===== src/rtl/pong_pkg.sv =====
// Shared types and default configuration for the tick-sampled button debouncer.
package pong_pkg;

    typedef enum logic [1:0] {
        ST_RELEASED,
        ST_PRESS_PEND,
        ST_HELD,
        ST_RELEASE_PEND
    } deb_state_e;

    localparam int DEF_SAMPLES      = 4;
    localparam int DEF_REPEAT_DELAY = 16;
    localparam int DEF_REPEAT_RATE  = 4;

    function automatic int max2(input int a, input int b);
        return (a > b) ? a : b;
    endfunction

endpackage


===== src/rtl/sync_2ff.sv =====
// Two-flop synchronizer for one asynchronous bit; clears on synchronous active-low Reset.
module sync_2ff (
    input  logic Clock,
    input  logic Reset,
    input  logic DataIn,
    output logic DataOut
);

    logic r_meta;
    logic r_sync;

    // NOTE: sequential state uses non-blocking assignments so every flop samples pre-edge values.
    always_ff @(posedge Clock) begin
        if (!Reset) begin
            r_meta <= 1'b0;
            r_sync <= 1'b0;
        end else begin
            r_meta <= DataIn;
            r_sync <= r_meta;
        end
    end

    assign DataOut = r_sync;

endmodule


===== src/rtl/tick_debouncer.sv =====
// Tick-sampled button debouncer with Level/Press/Release outputs.
// Define TICK_DEBOUNCER_AUTOREPEAT_EN to add auto-repeat Press pulses while held.
module tick_debouncer
    import pong_pkg::*;
#(
    parameter int SAMPLES      = DEF_SAMPLES,
    parameter int REPEAT_DELAY = DEF_REPEAT_DELAY,
    parameter int REPEAT_RATE  = DEF_REPEAT_RATE
) (
    input  logic Clock,
    input  logic Reset,
    input  logic Tick,
    input  logic ButtonIn,
    output logic Level,
    output logic Press,
    output logic Release
);

    localparam int             CNT_W    = $clog2(SAMPLES + 1);
    localparam logic [CNT_W-1:0] CNT_LAST = CNT_W'(SAMPLES - 1);

    logic             w_sync;
    deb_state_e       r_state;
    deb_state_e       w_state_next;
    logic [CNT_W-1:0] r_cnt;
    logic [CNT_W-1:0] w_cnt_next;
    logic             r_level;
    logic             r_press;
    logic             r_release;
    logic             w_press_next;
    logic             w_release_next;

`ifdef TICK_DEBOUNCER_AUTOREPEAT_EN
    localparam int REP_W = $clog2(max2(REPEAT_DELAY, REPEAT_RATE) + 1);

    // r_rep counts toward the first delay, then restarts for each repeat period.
    logic [REP_W-1:0] r_rep;
    logic [REP_W-1:0] w_rep_next;
    logic [REP_W-1:0] w_rep_inc;
    logic             r_rep_run;
    logic             w_rep_run_next;
`else
    logic w_unused_cfg;
    assign w_unused_cfg = (REPEAT_DELAY > 0) ^ (REPEAT_RATE > 0);
`endif

    sync_2ff u_sync (
        .Clock   (Clock),
        .Reset   (Reset),
        .DataIn  (ButtonIn),
        .DataOut (w_sync)
    );

    // NOTE: every always_comb output gets a default first so no path can infer a latch.
    always_comb begin
        w_state_next   = r_state;
        w_cnt_next     = r_cnt;
        w_press_next   = 1'b0;
        w_release_next = 1'b0;
`ifdef TICK_DEBOUNCER_AUTOREPEAT_EN
        w_rep_next     = r_rep;
        w_rep_run_next = r_rep_run;
        w_rep_inc      = r_rep + REP_W'(1);
`endif
        if (Tick) begin
            case (r_state)
                ST_RELEASED: begin
                    if (w_sync) begin
                        w_state_next = ST_PRESS_PEND;
                        w_cnt_next   = CNT_W'(1);
                    end
                end
                ST_PRESS_PEND: begin
                    if (!w_sync) begin
                        w_state_next = ST_RELEASED;
                        w_cnt_next   = '0;
                    end else if (r_cnt == CNT_LAST) begin
                        w_state_next = ST_HELD;
                        w_cnt_next   = '0;
                        w_press_next = 1'b1;
`ifdef TICK_DEBOUNCER_AUTOREPEAT_EN
                        w_rep_next     = '0;
                        w_rep_run_next = 1'b0;
`endif
                    end else begin
                        w_cnt_next = r_cnt + CNT_W'(1);
                    end
                end
                ST_HELD: begin
                    if (!w_sync) begin
                        w_state_next = ST_RELEASE_PEND;
                        w_cnt_next   = CNT_W'(1);
                    end else begin
`ifdef TICK_DEBOUNCER_AUTOREPEAT_EN
                        if (w_rep_inc == REP_W'(r_rep_run ? REPEAT_RATE : REPEAT_DELAY)) begin
                            w_press_next   = 1'b1;
                            w_rep_next     = '0;
                            w_rep_run_next = 1'b1;
                        end else begin
                            w_rep_next = w_rep_inc;
                        end
`endif
                    end
                end
                ST_RELEASE_PEND: begin
                    if (w_sync) begin
                        w_state_next = ST_HELD;
                        w_cnt_next   = '0;
                    end else if (r_cnt == CNT_LAST) begin
                        w_state_next   = ST_RELEASED;
                        w_cnt_next     = '0;
                        w_release_next = 1'b1;
                    end else begin
                        w_cnt_next = r_cnt + CNT_W'(1);
                    end
                end
                default: begin
                    w_state_next = ST_RELEASED;
                    w_cnt_next   = '0;
                end
            endcase
        end
    end

    always_ff @(posedge Clock) begin
        if (!Reset) begin
            r_state   <= ST_RELEASED;
            r_cnt     <= '0;
            r_level   <= 1'b0;
            r_press   <= 1'b0;
            r_release <= 1'b0;
        end else begin
            r_state   <= w_state_next;
            r_cnt     <= w_cnt_next;
            r_level   <= (w_state_next == ST_HELD) || (w_state_next == ST_RELEASE_PEND);
            r_press   <= w_press_next;
            r_release <= w_release_next;
        end
    end

`ifdef TICK_DEBOUNCER_AUTOREPEAT_EN
    always_ff @(posedge Clock) begin
        if (!Reset) begin
            r_rep     <= '0;
            r_rep_run <= 1'b0;
        end else begin
            r_rep     <= w_rep_next;
            r_rep_run <= w_rep_run_next;
        end
    end
`endif

    assign Level   = r_level;
    assign Press   = r_press;
    assign Release = r_release;

endmodule


===== config.mk =====
export PLATFORM = sky130hd
export DESIGN_NAME = tick_debouncer
export DESIGN_NICKNAME = d
export VERILOG_FILES = /design/src/rtl/pong_pkg.sv /design/src/rtl/sync_2ff.sv /design/src/rtl/tick_debouncer.sv
export SDC_FILE = /design/constraint.sdc
export NUM_CORES = 1
export LEC_CHECK = 0
export ABC_AREA = 1
export CAP_MARGIN = 5
export CORE_AREA = 4 4 41 43
export CTS_CLUSTER_DIAMETER = 40
export DETAILED_ROUTE_END_ITERATION = 6
export DIE_AREA = 0 0 45 47
export PLACE_DENSITY_LB_ADDON = 0.3
export SETUP_SLACK_MARGIN = 0.1
export SLEW_MARGIN = 25
export SYNTH_ARGS = -nofsm -noshare
export SYNTH_HDL_FRONTEND = slang
export SYNTH_SLANG_ARGS = --single-unit
export TNS_END_PERCENT = 20

===== constraint.sdc =====
create_clock -name Clock -period 1.42 [get_ports Clock]
set_input_delay 0.284 -clock Clock [delete_from_list [all_inputs] [get_ports Clock]]
set_output_delay 0.284 -clock Clock [all_outputs]
set_load 0.02 [all_outputs]

### Word-level counts from Yosys, hierarchy flattened

Cells that the tools add are included.

| word-level totals | value |
|---|---|
| register bits | 10 |
| output and inout bits | 3 |
| word-level logic and storage cells | 39 |

| operators by class | value |
|---|---|
| $add $sub $neg | 1 |
| eq/ne operators | 8 |
| mux-type cells | 15 |
| bitwise gates (word level) | 3 |
| reductions and logical operators | 5 |

Operators by type and width:

| kind | count |
|---|---|
| 3-bit two-way mux | 5 |
| 2-bit two-way mux | 7 |
| 3-bit case mux with 4 select lines | 1 |
| 2-bit == test (second input constant) | 4 |
| 2-bit case mux with 4 select lines | 1 |
| 4-bit AND reduction | 1 |
| 4-bit OR reduction | 1 |
| 3-bit by 1-bit adder with 3-bit output (second input constant) | 1 |
| 3-bit by 2-bit == test with 1-bit output (second input constant) | 1 |
| 1-bit inverter | 3 |
| 3-bit AND reduction | 1 |
| 2-bit by 1-bit == test with 1-bit output (second input constant) | 1 |
| 2-bit zero test | 1 |
| 2-bit by 1-bit inequality test with 1-bit output (second input constant) | 1 |
| 2-bit inequality test (second input constant) | 1 |
| 1-bit logical OR | 1 |
| 1-bit two-way mux | 1 |

### Logic depth before layout (Yosys ltp)

Gate-level depths: netlist of the first run.

| depth | value |
|---|---|
| depth in word-level cells | 7 |
| gate-level depth with buffers | 6 |
| depth with buffers taken out | 6 |

### Hierarchy

Synthesis of the first run repeated with hierarchy kept, for this count alone.

| unflattened totals | value |
|---|---|
| cells, all modules | 57 |
| area total of the unflattened synthesis | 421.7 um^2 |

By module, submodules not included:

| module | times used | cells each | area an instance (um^2) | seq. area each (um^2) |
|---|---|---|---|---|
| tick_debouncer | 1 | 51 | 366.6 | 160.2 |
| sync_2ff | 1 | 6 | 55.1 | 40.0 |

### Least setup slack after synthesis of the first run

Ideal clock, no wire load.

| timing | value |
|---|---|
| path type | register -> register |
| start point | register r_cnt[0] |
| end point | register r_cnt[1] |
| setup time | 0.066 ns |
| arrival | 0.917 ns |
| setup slack | 0.437 ns |
| cell stages (with the launch flop) | 6 |
| cells stage by stage | dfxtp_1 -> ha_1 -> nand2_1 -> a21oi_1 -> nand3_1 -> a21oi_2 |

| on the way | value |
|---|---|
| word-level cells in the longest chain between the ends | 4 |
| elaborated cells on any way between the ends | 6 |
| those cells by class | 1 x add/sub; 1 x eq/ne; 4 x mux |

Ends and longest elaborated chain:

| what | line | RTL |
|---|---|---|
| start, declared | tick_debouncer.sv:25 | `logic [CNT_W-1:0] r_cnt;` |
| start signal, assigned | tick_debouncer.sv:134 | `r_cnt <= w_cnt_next;` |
| 3-bit by 1-bit adder with 3-bit output / 3-bit by 2-bit == test with 1-bit output (equally long branches) | - |  |
| 3-bit two-way mux * | tick_debouncer.sv:77, tick_debouncer.sv:109 |  |
| 3-bit two-way mux (on tied branches) | tick_debouncer.sv:106, tick_debouncer.sv:74 |  |
| 3-bit case mux with 4 select lines * | tick_debouncer.sv:66 | `case (r_state)` |

Every way passes the cells marked *; elsewhere a longest branch is shown, timed or not.
A chain may end at the register's enable or synchronous reset.

### Worst setup path after layout of the first run

| timing | value |
|---|---|
| start point | register r_level, in the netlist Level |
| end point | output port Level |

RTL lines:

| what | line | RTL |
|---|---|---|
| start, declared | tick_debouncer.sv:27 | `logic r_level;` |
| start signal, assigned | tick_debouncer.sv:135 | `r_level <= (w_state_next == ST_HELD) \|\| (w_state_next == ST_RELEASE_PEND);` |
| end, declared | tick_debouncer.sv:14 | `output logic Level,` |

No word-level cell between the ends.

==> results of run 1 <==
## logic make-up after synthesis
group / count (synthesis)
AND/OR/NAND/NOR: 27
flip-flops: 10
buffers and inverters: 9
AO/OA/AOI/OAI: 7
adder cells (fa/ha/maj): 1
## final cells by class
type | count | area, µm²
Sequential cell | 10 | 200
Multi-Input combinational cell | 35 | 191
Timing Repair Buffer | 7 | 63.8
Inverter | 9 | 33.8
Clock buffer | 3 | 22.5
Tap cell | 15 | 18.8
Fill cell | 138 | 771
## worst max path at each step
stage	end	slack (ps)	cells past startpoint
after floorplan	r_cnt[1]$_SDFFE_PN0P_	440	5
after global placement	r_cnt[1]$_SDFFE_PN0P_	60	5
after detailed placement	r_state[1]$_SDFF_PN0_	30	5
after CTS	Level	220	1
after global routing	Level	200	1
final	Level	240	1
## what timing repair did
item	CTS	global route
gates resized for setup	3	0
buffers inserted	0	0
endpoints found under the setup margin	3	0
## through the flow
stage          setup WS (ps)  hold slack [ps]  area, µm²  utilization  total power, mW
3_5_place_dp            34.0              400        512        0.393            0.332
3_3_place_gp            60.5              396        512        0.393            0.332
5_1_grt                  204              461        531        0.408            0.543
2_1_floorplan            437              377        425            -            0.313
6_report                 243              414        531        0.408            0.514
4_1_cts                  224              415        531        0.408            0.521
## flip-flops by register name, summed over array words and instances (netlist names)
| name | cells |
|---|---|
| r_cnt | 3 |
| u_sync.DataOut | 1 |
| Level | 1 |
| u_sync.r_meta | 1 |
| Release | 1 |
| Press | 1 |
| r_state | 2 |
## power groups by stage
stage | Combinational [mW] | Clock, mW | Sequential [mW]
floorplan | 0.0166 | 0 | 0.296
detailed placement | 0.0345 | 0 | 0.297
finish | 0.0344 | 0.188 | 0.291
global placement | 0.0344 | 0 | 0.298
CTS | 0.0346 | 0.195 | 0.291
global route | 0.0393 | 0.212 | 0.292
## placed cells by master, fill, tap and decap left out, drive strengths merged
| cell | instances |
|---|---|
| nand2 | 16 |
| nand4 | 1 |
| ha | 1 |
| clkinv | 1 |
| nand3 | 5 |
| clkbuf | 3 |
| dfxtp | 10 |
| nor3 | 1 |
| nor2 | 3 |
| inv | 8 |
| nand3b | 1 |
| o21ai | 2 |
| buf | 1 |
| clkdlybuf4s50 | 3 |
| dlygate4sd2 | 3 |
| a21oi | 5 |
## layer usage
layer	global-route usage	up-vias	part of all wire
li1	-	192	-
met1	0.104	163	0.46
met2	0.136	11	0.43
met3	0.0345	5	0.064
met4	0.105	0	0.046
met5	0	-	0
==> results.yml, run 1 <==
status:
  status: "completed"
sta:
  timing.final.crit_share: 0.829
  hold_viol: 0
  fmax_mhz: 850
  finalSetupViolations: 0
  period_needed_ps: 1180
  fin_skew_ps: 3.99
  worstMarginPinSlew_ps: 246
  fin_tns_setup_ps: 0
  slew_headroom: 0.835
  finalMaxSlewViolations: 0
  grt_setup_unrepaired: "no"
job:
  cap_violations: 0
place:
  io_buffers: 6
  place_hpwl_um: 610
  gp_congestion: 0.795
  post-place-cells: 76
worst_setup_path:
  crit_path_cell_trace: "dlygate4sd2_1"
  r2r_start: "r_cnt[0]$_SDFFE_PN0P_"
  crit_path_start_kind: "register"
  worstSetupStartpoint: "Level$_SDFF_PN0_"
  cp.required_ps: 1140
  critPathKind: "reg2out"
  r2r_end: "r_state[1]$_SDFF_PN0_"
  path_buf_inv: 1
  arrival_ps: 890
  crit_path_max_fanout: 1
  end_kind: "output port"
  crit_family: "buffers and inverters"
  crit_slowest_cell: "dlygate4sd2_1"
  max_stage_delay_ps: 330
  rrSetupSlack_ps: 350
  reg2regPathDepth: 5
die:
  io_pins: 7
  die_width_um: 45
  dieArea_um2: 2120
  coreArea_um2: 1300
  initial_core_util: 0.327
  die_height_um: 47
  rows: 13
logic_synthesis:
  synth_top_family_by_area: "simple AND/OR/NAND/NOR gates"
  synth_edf_count: 0
  synth_compound_area_frac: 0.100
  syn_area_per_cell_um2: 7.88
  synthAdderAreaFrac: 0.0294
  yosys.area_share.simple: 0.321
  yosys.area.top_type_share: 0.471
  yosys.cell_count.top_type: "nand2_1"
  muxShareOfSynthArea: 0
  synth-async-reset-ratio: 0
  synth_xor_area_frac: 0
  syn_area_um2: 425
  synth_common_cells: "nand2_1, dfxtp_1, inv_1"
  synthTopCellsByArea: "dfxtp_1, nand2_1, inv_1"
  synth_area_leader_cell: "dfxtp_1"
  ys_seq_elements: 10
  synth_nets: 59
  yosysSeqAreaShare: 0.471
  yosysWarnings: 0
  syn_inst: 54
  synth_cell_type_count: 18
  ys.flop_type: "dfxtp_1"
clock_network:
  cts.sinks: 10
  clock_latency_ps: 260
  clkTransAtPathRegs_ps: 60
  ctsHtreeMaxLevel: 1
  root_buffer: "clkbuf_4"
  postCtsHoldBufs: 0
  numCtsBuffers: 3
  cts_buffer_depth: 2
  tritoncts: "done"
cells_and_area:
  nets: 71
  fin_cells: 79
  syn_to_final_growth_pct: 24.7
  num_antenna_cells: 0
  drive_above_1_share: 0.219
power_and_ir_drop:
  power_frac_seq: 0.567
  switchingPower_uw: 115
  pwr-share-clk: 0.367
  peakVddDrop_mv: 0.450
  combPwrFrac: 0.067
  sw_frac_of_total: 0.223
  power.internal_uw: 399
  p_leak_nw: 0.252
  p_per_area_nw_per_um2: 969
detailed_routing:
  postRouteAntennaNets: 0
  via_count: 371
  first_pass_iters: 4
  drc: 0
  drt-wirelength-per-cell_um: 9.73
  drt-total-wl_um: 769
  first_iter_violations: 11
  viasPerCell: 4.70
global_route:
  grt_pass1_wl_mm: 1.35
  grt_pass1_vias: 346
  track_usage: 0.0954
  antenna_found_initial: 0
  grt-ovfl-total: 0
  grt_max_degree: 8
hold_path:
  hold_depth: 2
  hold_end: "u_sync.DataOut$_SDFF_PN0_"
  hold_class: "reg2reg"
  min_from: "u_sync.r_meta$_SDFF_PN0_"
Note: power is estimated with default switching activity, not from simulation.
==> run 2, diff against run 1 <==
clock period = 1 ns   (was 1.42 ns; I/O delays follow)
==> run 2 against run 1 <==
  * The flow now finishes with violations (setup timing)
  * Largest power group unchanged
  * Largest cell class is now multi-input gates
  * Non-clock buffer count rose by 3
  * Global-route usage fell by 0.16 points
  * Sequential power rose by 43%
  * Critical endpoint is now r_cnt[1]$_SDFFE_PN0P_
  * Sequential share of layout area fell by 2.3 points
  * Via count rose by 6.5%
==> results.yml, run 2 (synthesized netlist as in run 1, its figures left out) <==
worst_setup_path:
  crit_path_max_fanout: 2
  cp.required_ps: 1200
  r2r_start: "r_cnt[0]$_SDFFE_PN0P_"
  crit_path_start_kind: "register"
  reg2regPathDepth: 5
  end_kind: "register"
  arrival_ps: 1200
  critPathKind: "reg2reg"
  rrSetupSlack_ps: -6
  r2r_end: "r_cnt[1]$_SDFFE_PN0P_"
place:
  gp_congestion: 0.803
  place_hpwl_um: 588
  io_buffers: 6
cells_and_area:
  syn_to_final_growth_pct: 37.6
  num_antenna_cells: 0
  nFillCells: 130
  multiInputGateArea_um2: 210
  final_util: 0.450
  seq_area_um2: 208
  final_common_cell: "nand2_1"
  top_register: "r_cnt"
  drive_above_1_share: 0.433
  largest_register_ffs: 3
  nets: 74
  largest_registers: "r_cnt x3, r_state x2"
  layout_common_cells: "nand2_1, dfxtp_2, inv_1"
clock_network:
  numCtsBuffers: 3
  root_buffer: "clkbuf_4"
  postCtsHoldBufs: 0
  cts_buffer_depth: 2
  clkTransAtPathRegs_ps: 60
  ctsHtreeMaxLevel: 1
  cts.sinks: 10
  tritoncts: "done"
  clock_latency_ps: 260
job:
  cap_violations: 0
die:
  die_width_um: 45
  coreArea_um2: 1300
  rows: 13
  die_height_um: 47
  initial_core_util: 0.327
  io_pins: 7
  dieArea_um2: 2120
sta:
  fmax_mhz: 994
  setup_ws_ps: -5.85
  hold_viol: 0
  fin_tns_setup_ps: -5.85
  timing.final.crit_share: 1.01
  finalMaxSlewViolations: 0
  fin_hold_ws_ps: 403
  slew_headroom: 0.847
  worstMarginPinSlew_ps: 229
  finalSetupViolations: 1
  grt_setup_unrepaired: "yes"
  fin_skew_ps: 7.47
  period_needed_ps: 1010
detailed_routing:
  first_pass_iters: 4
  postRouteAntennaNets: 0
  via_count: 395
  drt-wirelength-per-cell_um: 10.1
  drc: 0
  drt-total-wl_um: 826
  first_iter_violations: 14
  viasPerCell: 4.82
global_route:
  grt_max_degree: 7
  antenna_found_initial: 0
  grt-ovfl-total: 0
  grt_pass1_wl_mm: 1.37
  track_usage: 0.0938
  grt_pass1_vias: 356
hold_path:
  hold_depth: 2
  hold_end: "r_state[0]$_SDFF_PN0_"
  hold_class: "in2reg"
  min_from: "Tick"
power_and_ir_drop:
  power_uw: 738
  p_leak_nw: 0.262
  p_per_area_nw_per_um2: 1260
  peakVddDrop_mv: 0.650
status:
  violations: "setup timing"
  status: "complete, but fails checks"
-- run 2: routing by layer --
metal,track usage,vias to the layer above,share of wire
met5,0,-,0
met4,0.0702,0,0.030
met3,0.0268,5,0.050
met2,0.158,11,0.47
met1,0.0995,179,0.45
li1,-,200,-
-- run 2: area by class of cell --
| type | count | share of cell area |
|---|---|---|
| Multi-Input combinational cell | 35 | 0.359 |
| Sequential cell | 10 | 0.355 |
| Timing Repair Buffer | 10 | 0.158 |
| Inverter | 9 | 0.0577 |
| Clock buffer | 3 | 0.0385 |
| Tap cell | 15 | 0.0321 |
-- run 2: worst max path at each step --
stage                                  to  depth (start not counted)                   from  slack, ps
floorplan           r_cnt[1]$_SDFFE_PN0P_                          5  r_cnt[0]$_SDFFE_PN0P_         50
global placement         Press$_SDFF_PN0_                          5                   Tick       -250
detailed placement       Press$_SDFF_PN0_                          5                   Tick       -280
CTS                 r_cnt[1]$_SDFFE_PN0P_                          5  r_cnt[0]$_SDFFE_PN0P_         -1
global route        r_cnt[1]$_SDFFE_PN0P_                          5  r_cnt[0]$_SDFFE_PN0P_        -70
finish              r_cnt[1]$_SDFFE_PN0P_                          5  r_cnt[0]$_SDFFE_PN0P_         -6
-- run 2: stage by stage --
stage | instance area [µm²] | worst slack [ps] | cells
2_1_floorplan | 439 | 46.8 | 54
3_3_place_gp | 541 | -255 | 78
3_5_place_dp | 541 | -277 | 78
4_1_cts | 564 | -1.42 | 82
5_1_grt | 586 | -66.7 | 82
6_report | 586 | -5.85 | 82
-- run 2: report_power, final --
part           internal [mW]  switching (mW)
combinational         0.0279          0.0292
sequential             0.407         0.00782
clock                  0.138           0.128
total                  0.573           0.165
-- run 2: repair_timing --
item / in CTS / in global routing
setup endpoints to repair: 11 / 11
setup buffers: 1 / 0
pin swaps: 4 / 3
hold endpoints to repair: 0 / 0
resized for setup: 17 / 9
-- run 2: worst max-delay path: stages, from the launching register on --
cell     delay, ps
dfxtp_2        340
ha_4           250
nand2_1         50
a21oi_2        100
nand3_1         90
a21oi_2        110
==> run 3, diff against run 2 <==
CORE_AREA = default   (was 4 4 41 43)
CORE_MARGIN = 4   (was default)
CORE_UTILIZATION = 30   (was default)
DIE_AREA = default   (was 0 0 45 47)
==> run 3 against run 2 <==
  * The run still ends with setup timing left
  * Clock skew is 1.2 ps lower
  * Maximum frequency decreased by 1.4%
  * Design area grew 1.5%
  * Sequential share of layout area is 0.10 points lower
  * Global-route usage rose by 0.57 points
  * Critical path type unchanged
  * Critical endpoint unchanged
==> results.yml, run 3 (synthesized netlist as in run 1, its figures left out) <==
sta:
  finalSetupViolations: 2
  timing.final.crit_share: 1.02
  fin_tns_setup_ps: -22.8
  setup_ws_ps: -20.0
  worstMarginPinSlew_ps: 231
  hold_viol: 0
  period_needed_ps: 1020
  fin_skew_ps: 6.31
  fmax_mhz: 980
  slew_headroom: 0.846
  grt_setup_unrepaired: "yes"
  finalMaxSlewViolations: 0
worst_setup_path:
  crit_family: "flip-flops"
  crit_path_cell_trace: "ha_4 > nand2_1 > a21oi_2 > nand3_1 > a21oi_2"
  path_buf_inv: 0
  crit_slowest_cell: "dfxtp_2"
  crit_top_cell: "a21oi_2"
  end_kind: "register"
  critPathKind: "reg2reg"
  rrSetupSlack_ps: -20
  crit_path_start_kind: "register"
  crit_path_max_fanout: 3
  max_stage_delay_ps: 340
  arrival_ps: 1230
  cp.required_ps: 1210
cells_and_area:
  drive_above_1_share: 0.463
  syn_to_final_growth_pct: 39.7
  fin_cells: 82
  largest_register_ffs: 3
  nets: 73
  nFillCells: 132
  num_antenna_cells: 0
  largest_registers: "r_cnt x3, r_state x2"
  final_common_cell: "nand2_1"
  top_register: "r_cnt"
  layout_common_cells: "nand2_1, dfxtp_2, inv_1"
detailed_routing:
  drc: 0
  first_pass_iters: 5
  first_iter_violations: 6
  via_count: 368
  drt-wirelength-per-cell_um: 9.96
  viasPerCell: 4.49
  drt-total-wl_um: 817
  postRouteAntennaNets: 0
place:
  io_buffers: 6
  post-place-cells: 78
  dp_slack_ps: -272
  place_hpwl_um: 614
  gp_congestion: 0.848
die:
  initial_core_util: 0.323
  die_height_um: 45.7
  die_width_um: 45.7
  dieArea_um2: 2080
  io_pins: 7
  coreArea_um2: 1320
  rows: 13
power_and_ir_drop:
  p_per_area_nw_per_um2: 1410
  p_leak_nw: 0.264
  peakVddDrop_mv: 0.550
clock_network:
  clock_latency_ps: 270
  cts_buffer_depth: 2
  ctsHtreeMaxLevel: 1
  clkTransAtPathRegs_ps: 70
  cts.sinks: 10
  postCtsHoldBufs: 0
  postCtsSetupBuffers: 0
  numCtsBuffers: 3
  tritoncts: "done"
  root_buffer: "clkbuf_4"
status:
  violations: "setup timing"
  status: "complete, but fails checks"
global_route:
  grt_pass1_vias: 347
  track_usage: 0.0995
  grt-ovfl-total: 0
  grt_max_degree: 7
  antenna_found_initial: 0
  grt_pass1_wl_mm: 1.41
job:
  cap_violations: 0
hold_path:
  hold_class: "in2reg"
-- run 3: layout make-up --
cell class | count | area [µm²] | share of cell area
Clock buffer | 4 | 36.3 | 0.0611
Inverter | 9 | 33.8 | 0.0568
Multi-Input combinational cell | 35 | 210 | 0.354
Sequential cell | 10 | 210 | 0.354
Tap cell | 15 | 18.8 | 0.0316
Timing Repair Buffer | 9 | 85.1 | 0.143
-- run 3: final timing paths --
kind | cells past startpoint | startpoint | end
min | 2 | Tick | r_state[0]$_SDFF_PN0_
max reg2reg | 5 | r_cnt[0]$_SDFFE_PN0P_ | r_cnt[1]$_SDFFE_PN0P_
min reg2reg | 2 | u_sync.r_meta$_SDFF_PN0_ | u_sync.DataOut$_SDFF_PN0_
max | 5 | r_cnt[0]$_SDFFE_PN0P_ | r_cnt[1]$_SDFFE_PN0P_
-- run 3: timing repair --
| action | in CTS | in global routing |
|---|---|---|
| resized for setup | 25 | 3 |
| pin swaps | 2 | 4 |
| endpoints found under the setup margin | 11 | 11 |
-- run 3: metal layers --
layer  track usage  wire length, µm  vias up
li1              -                -      198
met1         0.117              375      158
met2         0.139              375        7
met3        0.0237               33        5
met4         0.105               32        0
met5             0                0        -
-- run 3: stage by stage --
step	power, mW	cell area (µm²)	utilization	hold WS, ps
floorplan	0.445	439	-	293
global placement	0.478	541	0.410	397
finish	0.839	594	0.451	397
detailed placement	0.479	541	0.410	406
global route	0.870	594	0.451	439
CTS	0.847	587	0.445	400
-- run 3: power breakdown --
group	total, mW	internal [mW]	switching [mW]
sequential	0.413	0.406	0.00646
combinational	0.0557	0.0265	0.0292
clock	0.370	0.221	0.149
total	0.839	0.654	0.185
